==> config.mk <==
export PLATFORM = sky130hd
export DESIGN_NAME = pipeline_run_controller
export DESIGN_NICKNAME = d
export VERILOG_FILES = /design/src/rtl/pipeline_run_controller.sv
export SDC_FILE = /design/constraint.sdc
export NUM_CORES = 1
export LEC_CHECK = 0
export CORE_MARGIN = 3
export CORE_UTILIZATION = 38
export CTS_CLUSTER_DIAMETER = 150
export DETAILED_ROUTE_END_ITERATION = 10
export PLACE_DENSITY_LB_ADDON = 0.1
export SLEW_MARGIN = 25
export SYNTH_ARGS = -nofsm -noshare
export SYNTH_HDL_FRONTEND = slang
export SYNTH_SLANG_ARGS = --single-unit
==> constraint.sdc <==
create_clock -name clock -period 2.62 [get_ports clock]
set_input_delay 0.524 -clock clock [delete_from_list [all_inputs] [get_ports clock]]
set_output_delay 0.524 -clock clock [all_outputs]
set_load 0.02 [all_outputs]
==> src/rtl/pipeline_run_controller.sv <==
// Run/reset sequencer for the pipelined MIPS core: holds the core in reset,
// runs it for a bounded window, and folds its result bus into a MISR signature.
module pipeline_run_controller #(
  parameter int                DATA_W       = 32,
  parameter int                CNT_W        = 16,
  parameter int                RESET_CYCLES = 2,
  parameter int                RUN_CYCLES   = 64,
  parameter logic [DATA_W-1:0] POLY         = 32'h04C11DB7,
  parameter logic [DATA_W-1:0] EXPECT_SIG   = 32'h00000000,
  parameter bit                STOP_EN      = 1'b0,
  parameter logic [DATA_W-1:0] STOP_VALUE   = 32'hFFFFFFFF
) (
  input  logic              clock,
  input  logic              reset,
  input  logic              start,
  input  logic              abort,
  input  logic [DATA_W-1:0] result,
  output logic              core_reset,
  output logic              running,
  output logic              done,
  output logic              pass,
  output logic              timeout,
  output logic [CNT_W-1:0]  cycle_count,
  output logic [DATA_W-1:0] signature
);

  // state | meaning
  // IDLE  | waiting for start, core held in reset
  // HOLD  | core held in reset for RESET_CYCLES cycles
  // RUN   | core released, result folded into signature each cycle
  // DONE  | run finished, results held, core back in reset
  typedef enum logic [1:0] {IDLE, HOLD, RUN, DONE} state_t;

  localparam logic [CNT_W-1:0] HOLD_LAST = CNT_W'(RESET_CYCLES - 1);
  localparam logic [CNT_W-1:0] RUN_LAST  = CNT_W'(RUN_CYCLES - 1);

  state_t            state;
  logic [CNT_W-1:0]  hold_cnt;
  logic [DATA_W-1:0] sig_next;
  logic              stop_hit;
  logic              run_last;

  always_comb begin
    sig_next = {signature[DATA_W-2:0], 1'b0} ^ (signature[DATA_W-1] ? POLY : '0) ^ result;
    stop_hit = STOP_EN && (result == STOP_VALUE);
    run_last = (cycle_count == RUN_LAST);
  end

  always_ff @(posedge clock) begin
    if (reset) begin
      state       <= IDLE;
      hold_cnt    <= '0;
      cycle_count <= '0;
      signature   <= '0;
      pass        <= 1'b0;
      timeout     <= 1'b0;
      core_reset  <= 1'b1;
      running     <= 1'b0;
      done        <= 1'b0;
    end else if (abort) begin
      // results stay visible after an abort for post-mortem inspection
      state      <= IDLE;
      core_reset <= 1'b1;
      running    <= 1'b0;
      done       <= 1'b0;
    end else begin
      case (state)
        IDLE, DONE: begin
          if (start) begin
            state       <= HOLD;
            hold_cnt    <= '0;
            cycle_count <= '0;
            signature   <= '0;
            pass        <= 1'b0;
            timeout     <= 1'b0;
            core_reset  <= 1'b1;
            running     <= 1'b0;
            done        <= 1'b0;
          end
        end
        HOLD: begin
          hold_cnt <= hold_cnt + 1'b1;
          if (hold_cnt == HOLD_LAST) begin
            state      <= RUN;
            core_reset <= 1'b0;
            running    <= 1'b1;
          end
        end
        RUN: begin
          signature   <= sig_next;
          cycle_count <= cycle_count + 1'b1;
          if (stop_hit || run_last) begin
            state      <= DONE;
            pass       <= (sig_next == EXPECT_SIG);
            timeout    <= STOP_EN && !stop_hit;
            core_reset <= 1'b1;
            running    <= 1'b0;
            done       <= 1'b1;
          end
        end
        default: begin
          state      <= IDLE;
          core_reset <= 1'b1;
          running    <= 1'b0;
          done       <= 1'b0;
        end
      endcase
    end
  end

endmodule

==> results of run 1 <==
[final cells by class]
cell class | instances | area (um2) | area share
multi-input combinational | 312 | 1976 | 0.4202
sequential | 70 | 1401 | 0.2980
timing repair buffer | 100 | 980.9 | 0.2086
clock buffer | 12 | 135.1 | 0.02874
tap | 108 | 135.1 | 0.02874
clock inverter | 4 | 47.55 | 0.01011
inverter | 7 | 26.28 | 0.005588
[per-stage QoR]
stage / worst slack (ps) / hold WS [ps] / std cells
after floorplan: 421.7 / 466.1 / 412
after global placement: 178.0 / 461.3 / 597
after detailed placement: 158.7 / 468.8 / 597
after CTS: 405.5 / 485.2 / 613
after global routing: 221.1 / 520.9 / 613
final: 410.6 / 475.0 / 613
[worst paths after layout]
path | from | endpoint | depth (start not counted) | slack [ps]
max reg2reg | state[0]$_SDFFE_PP0P_ | hold_cnt[11]$_SDFFE_PP0P_ | 7 | 410
max | state[0]$_SDFFE_PP0P_ | hold_cnt[11]$_SDFFE_PP0P_ | 7 | 410
min reg2reg | core_reset$_SDFFE_PP1P_ | core_reset$_SDFFE_PP1P_ | 2 | 480
min | core_reset$_SDFFE_PP1P_ | core_reset$_SDFFE_PP1P_ | 2 | 480
[logic make-up (layout without fill, tap and decap cells)]
family / count (synthesis) / count (layout) / share of synthesized area
compound gates: 49 / 49 / 0.08553
buf+inv: 30 / 123 / 0.03991
mux: 1 / 1 / 0.002851
flops: 70 / 70 / 0.3991
fa+ha+maj: 6 / 6 / 0.02138
other cells: 1 / 1 / 0.001068
xor+xnor: 70 / 70 / 0.1746
simple gates: 185 / 185 / 0.2755
[power by group]
part           internal (mW)  leakage, nW  total (mW)  switching (mW)
registers               1.08        0.565        1.09          0.0155
logic                  0.147        0.940       0.322           0.175
clock network          0.438       0.0904       0.845           0.407
[state kept, by name, indices dropped and copies added (netlist names)]
| register | cells |
|---|---|
| cycle_count | 16 |
| hold_cnt | 16 |
| running | 1 |
| done | 1 |
| core_reset | 1 |
| state | 2 |
| pass | 1 |
| signature | 32 |
[metal layers]
layer | global-route usage | share of wire
met5 | 0 | 0
met4 | 0.05449 | 0.012
met3 | 0.05188 | 0.058
met2 | 0.3013 | 0.48
met1 | 0.2335 | 0.45
[cell usage in the layout (no fill, tap or decap), types with 3 or more instances in the layout]
cell,instances
a211oi_1,3
a21oi_1,27
a22oi_1,10
and2_1,3
and4_1,3
buf_4,12
clkbuf_1,3
clkbuf_8,9
clkdlybuf4s50_1,87
dfxtp_1,70
ha_1,6
inv_1,7
nand2_1,35
nand3_1,35
nand4_1,11
nor2_1,40
nor2_2,7
nor3_1,7
nor4_1,21
or2_2,3
or3_2,3
xnor2_1,35
xor2_1,35
[worst register-to-register path, delay by kind of cell (launching register included)]
| family | cells | cell delay [ps] |
|---|---|---|
| and+or+nand+nor | 4 | 1190 |
| DFF | 1 | 370 |
| adders and majority gates | 1 | 300 |
| xor gates and xnor gates | 1 | 160 |
| buffers and inverters | 1 | 70 |
==> flow_summary_export.csv, run 1 <==
group,metric,value,unit
grt,grt_first_pass_wirelength,15.22,mm
worst_setup_path,worstPathArrival,2440,ps
synthesis,synth_cell_types,48,
floorplanning,io_pins,89,
timing,post-route-period-util,0.8433,
worst_setup_path,critPathKind,"reg -> reg",
cts,clk_pin_slew,70,ps
worst_setup_path,start_kind,"flip-flop",
routing,num_vias,3168,
floorplanning,core-area,8848,um2
worst_setup_path,path_delay_family,"simple AND/OR/NAND/NOR gates",
floorplanning,row_count,34,
floorplanning,start_util,0.3968,
cts,htree_levels,3,
routing,first_pass_iters,4,
grt,overflow,0,
timing,rsz0062_at_grt,"no",
worst_setup_path,max_stage_delay,580,ps
grt,grt_pass1_vias,3157,
synthesis,synthTopCellsByArea,"dfxtp_1, xnor2_1, xor2_1, nand3_1, nor2_1",
placement,place_congestion,0.8241,
cts,cts-root-buf,"clkbuf_8",
outcome,status,"complete, no violations",
timing,fin_crit,2209,ps
timing,skew,10.28,ps
synthesis,syn-cell-area,3511,um2
power,total_power,2.262,mW
floorplanning,die-area,10430,um2
timing,max_freq,452.6,MHz
final_layout,areaGrowthSynthToFinish,33.93,%
cts,cts_buffers,9,
final_layout,final.fill_count,858,
cts,cts_resized,0,
floorplanning,die_w,102.1,um
timing,report.final.setup_viol,0,
final_layout,nets,542,
final_layout,final_util,0.5314,
floorplanning,die_h,102.1,um
synthesis,synth_edf_count,0,
worst_setup_path,critPathRequiredTime,2850,ps
cts,post_cts_buffers,0,
worst_setup_path,critPathBufInv,1,
synthesis,synth.ff_latch_count,70,
synthesis,yosys.area.top_type_share,0.3991,
routing,routed_wl,9.065,mm
final_layout,final_cell_area,4702,um2
routing,via_per_inst,5.168,
synthesis,syn-num-nets,454,
cts,cts.sinks,70,
worst_setup_path,path_cells,"inv_1 -> ha_1 -> nor2b_4 -> or4b_4 -> nor4b_1 -> xnor2_1 -> nor2_1",
routing,drtAntennaViolNets,0,
routing,drc,0,
synthesis,syn_inst,412,
synthesis,synth_warnings,0,
timing,hold_viol,0,
timing,finalMaxSlewViolations,0,
synthesis,seq_area_frac_synth,0.3991,
power,leakage,1.595,nW
worst_setup_path,end_kind,"flip-flop",
cts,cts.path.max_buffers,2,
worst_hold_path,hp-class,"reg -> reg",
cts,clk_latency,340,ps
timing,fin_tns_setup,0,ps
synthesis,async_flop_share,0,
job,maxCapViolCount,0,
synthesis,postSynthAreaPerCell,8.522,um2
worst_setup_path,cp_max_fo,13,
routing,wl_per_cell,14.79,um
power,power_density,481.0,nW/um2
routing,first_iter_violations,117,
grt,antenna_found_initial,0,
power,vdd_drop_max,0.2091,mV
placement,numPortBuffers,87,
grt,grt_max_degree,41,
cts,cts_hold_buf,0,
placement,place_area,4519,um2
synthesis,synth.most_common_cell,"dfxtp_1",
final_layout,num_antenna_cells,0,
placement,dp_hpwl,6.515,mm
synthesis,synth_ff_type,"dfxtp_1",
synthesis,synthTopCellsByCount,"dfxtp_1, nor2_1",
worst_setup_path,slowest_stage,"or4b_4",
cts,cts_tree,"done",
synthesis,yosys.area.top_type,"dfxtp_1",
final_layout,drive_above_1_share,0.08911,
grt,grt_use_total,0.1830,
No activity file was read; power rests on OpenSTA's default activity.
==> run 2: changes to the inputs <==
- clock period: 2.62 -> 2.2 ns (I/O delays scaled with it)
==> flow_summary_export.csv, run 2 (synthesis results as in run 1) <==
group,metric,value,unit
timing,post-route-period-util,0.9383,
final_layout,stdcell_count,621,
placement,place_congestion,0.8314,
worst_setup_path,r2r_end,"hold_cnt[12]$_SDFFE_PP0P_",
cts,cts_buffers,9,
cts,cts.path.max_buffers,2,
routing,drtAntennaViolNets,0,
power,total_power,2.666,mW
floorplanning,core-area,8848,um2
grt,grt_use_total,0.1868,
final_layout,regMostFlops,"signature",
worst_hold_path,hp-class,"reg -> reg",
grt,overflow,0,
timing,skew,10.97,ps
worst_hold_path,hold_path_end,"signature[20]$_SDFFE_PP0P_",
timing,worst_hold_slack,484.9,ps
worst_setup_path,slowest_stage,"clkdlybuf4s50_1",
final_layout,mostFrequentLayoutCell,"clkdlybuf4s50_1",
final_layout,areaGrowthSynthToFinish,38.35,%
worst_setup_path,path_cells,"buf_4 -> clkdlybuf4s50_1",
routing,first_iter_violations,97,
final_layout,nets,551,
worst_setup_path,cp_max_fo,18,
final_layout,layout_common_cells,"clkdlybuf4s50_1, dfxtp_1, nor2_1",
final_layout,largest_register_ffs,32,
cts,clk_pin_slew,70,ps
final_layout,final.fill_count,834,
power,vdd_drop_max,0.2654,mV
cts,cts_hold_buf,0,
worst_setup_path,worstPathArrival,1620,ps
cts,cts.sinks,70,
grt,grt_max_degree,41,
cts,cts_tree,"done",
placement,numPortBuffers,87,
final_layout,drive_above_1_share,0.1228,
worst_setup_path,critPathKind,"reg -> out",
placement,dp_hpwl,6.650,mm
timing,fin_crit,2064,ps
worst_setup_path,rr_startpoint,"state[0]$_SDFFE_PP0P_",
worst_hold_path,whs_path_depth,2,
worst_setup_path,start_kind,"flip-flop",
routing,wl_per_cell,14.95,um
cts,htree_levels,3,
grt,antenna_found_initial,0,
routing,routed_wl,9.284,mm
routing,via_per_inst,5.134,
worst_setup_path,worstRegToRegCells,7,
timing,finalMaxSlewViolations,0,
floorplanning,row_count,34,
routing,num_vias,3188,
worst_setup_path,end_kind,"primary output",
cts,clk_latency,340,ps
timing,hold_viol,0,
floorplanning,start_util,0.3968,
worst_setup_path,reg2reg_slack,150,ps
final_layout,top_regs,"signature (32), cycle_count (16), hold_cnt (16)",
floorplanning,die_h,102.1,um
routing,drc,0,
timing,rsz0062_at_grt,"no",
floorplanning,io_pins,89,
power,power_density,548.8,nW/um2
job,maxCapViolCount,0,
timing,max_freq,484.5,MHz
outcome,status,"complete, no violations",
grt,grt_pass1_vias,3173,
cts,post_cts_buffers,0,
cts,cts-root-buf,"clkbuf_8",
timing,report.final.setup_viol,0,
floorplanning,die_w,102.1,um
worst_setup_path,critPathRequiredTime,1760,ps
power,leakage,1.644,nW
worst_setup_path,max_stage_delay,670,ps
final_layout,final_cell_area,4857,um2
final_layout,final_util,0.5489,
grt,grt_first_pass_wirelength,15.55,mm
routing,first_pass_iters,5,
floorplanning,die-area,10430,um2
placement,place_area,4617,um2
placement,dp.cells,605,
final_layout,num_antenna_cells,0,
worst_hold_path,holdCritStartpoint,"signature[20]$_SDFFE_PP0P_",
==> run 2: changes by cell type in the layout (fill, tap and decap cells not counted), moves of 2 or more <==
cell | previous run | this run
buf_4 | 12 | 17
clkbuf_1 | 3 | 1
clkbuf_8 | 9 | 11
nor4_2 | 0 | 5
buf_12 | 1 | 4
nor4_1 | 21 | 16
==> run 2: what timing repair did <==
item	4_1_cts	5_1_grt
gates resized for setup	0	9
endpoints found under the hold margin	0	0
endpoints found under the setup margin	0	16
==> run 2: worst max-delay path by stage <==
stage | endpoint | startpoint | cells after the start | slack, ps
after CTS | hold_cnt[11]$_SDFFE_PP0P_ | state[0]$_SDFFE_PP0P_ | 7 | 40
after global routing | pass$_SDFFE_PP0P_ | state[0]$_SDFFE_PP0P_ | 8 | 40
final | signature[31] | signature[31]$_SDFFE_PP0P_ | 2 | 140
after detailed placement | pass$_SDFFE_PP0P_ | result[30] | 5 | -190
after floorplan | hold_cnt[10]$_SDFFE_PP0P_ | state[0]$_SDFFE_PP0P_ | 9 | 2
after global placement | pass$_SDFFE_PP0P_ | result[30] | 5 | -150
==> run 2: power by group <==
part           switching (mW)  leakage, nW  internal [mW]
combinational           0.217        0.994          0.202
clock                   0.479       0.0845          0.463
sequential             0.0188        0.565           1.28
==> run 2: layer usage <==
layer / up-vias / track usage / routed length, um
li1: 1617 / - / -
met1: 1501 / 0.2482 / 4261
met2: 65 / 0.3018 / 4552
met3: 5 / 0.05666 / 414
met4: 0 / 0.03835 / 56
met5: - / 0 / 0
==> run 2: worst max-delay path: cells and delay by family, from the launching register on <==
family                 cells  cell delay [ps]
buffers and inverters      2              940
DFF                        1              350
==> run 2: layout make-up <==
type,instances,area (um2),share of cell area
multi-input cells,313,2039,0.4199
flip-flops and latches,70,1403,0.2888
repair buffers,108,1079,0.2220
clock buffers,12,155.1,0.03194
well taps,108,135.1,0.02782
inverters,7,26.28,0.005410
clock inverters,3,20.02,0.004122
==> run 2: metrics by stage <==
step,worst slack [ps],setup TNS [ps]
2_1_floorplan,1.730,0
3_3_place_gp,-154.6,-983.5
3_5_place_dp,-186.0,-1132
4_1_cts,35.84,0
5_1_grt,35.86,0
6_report,135.8,0
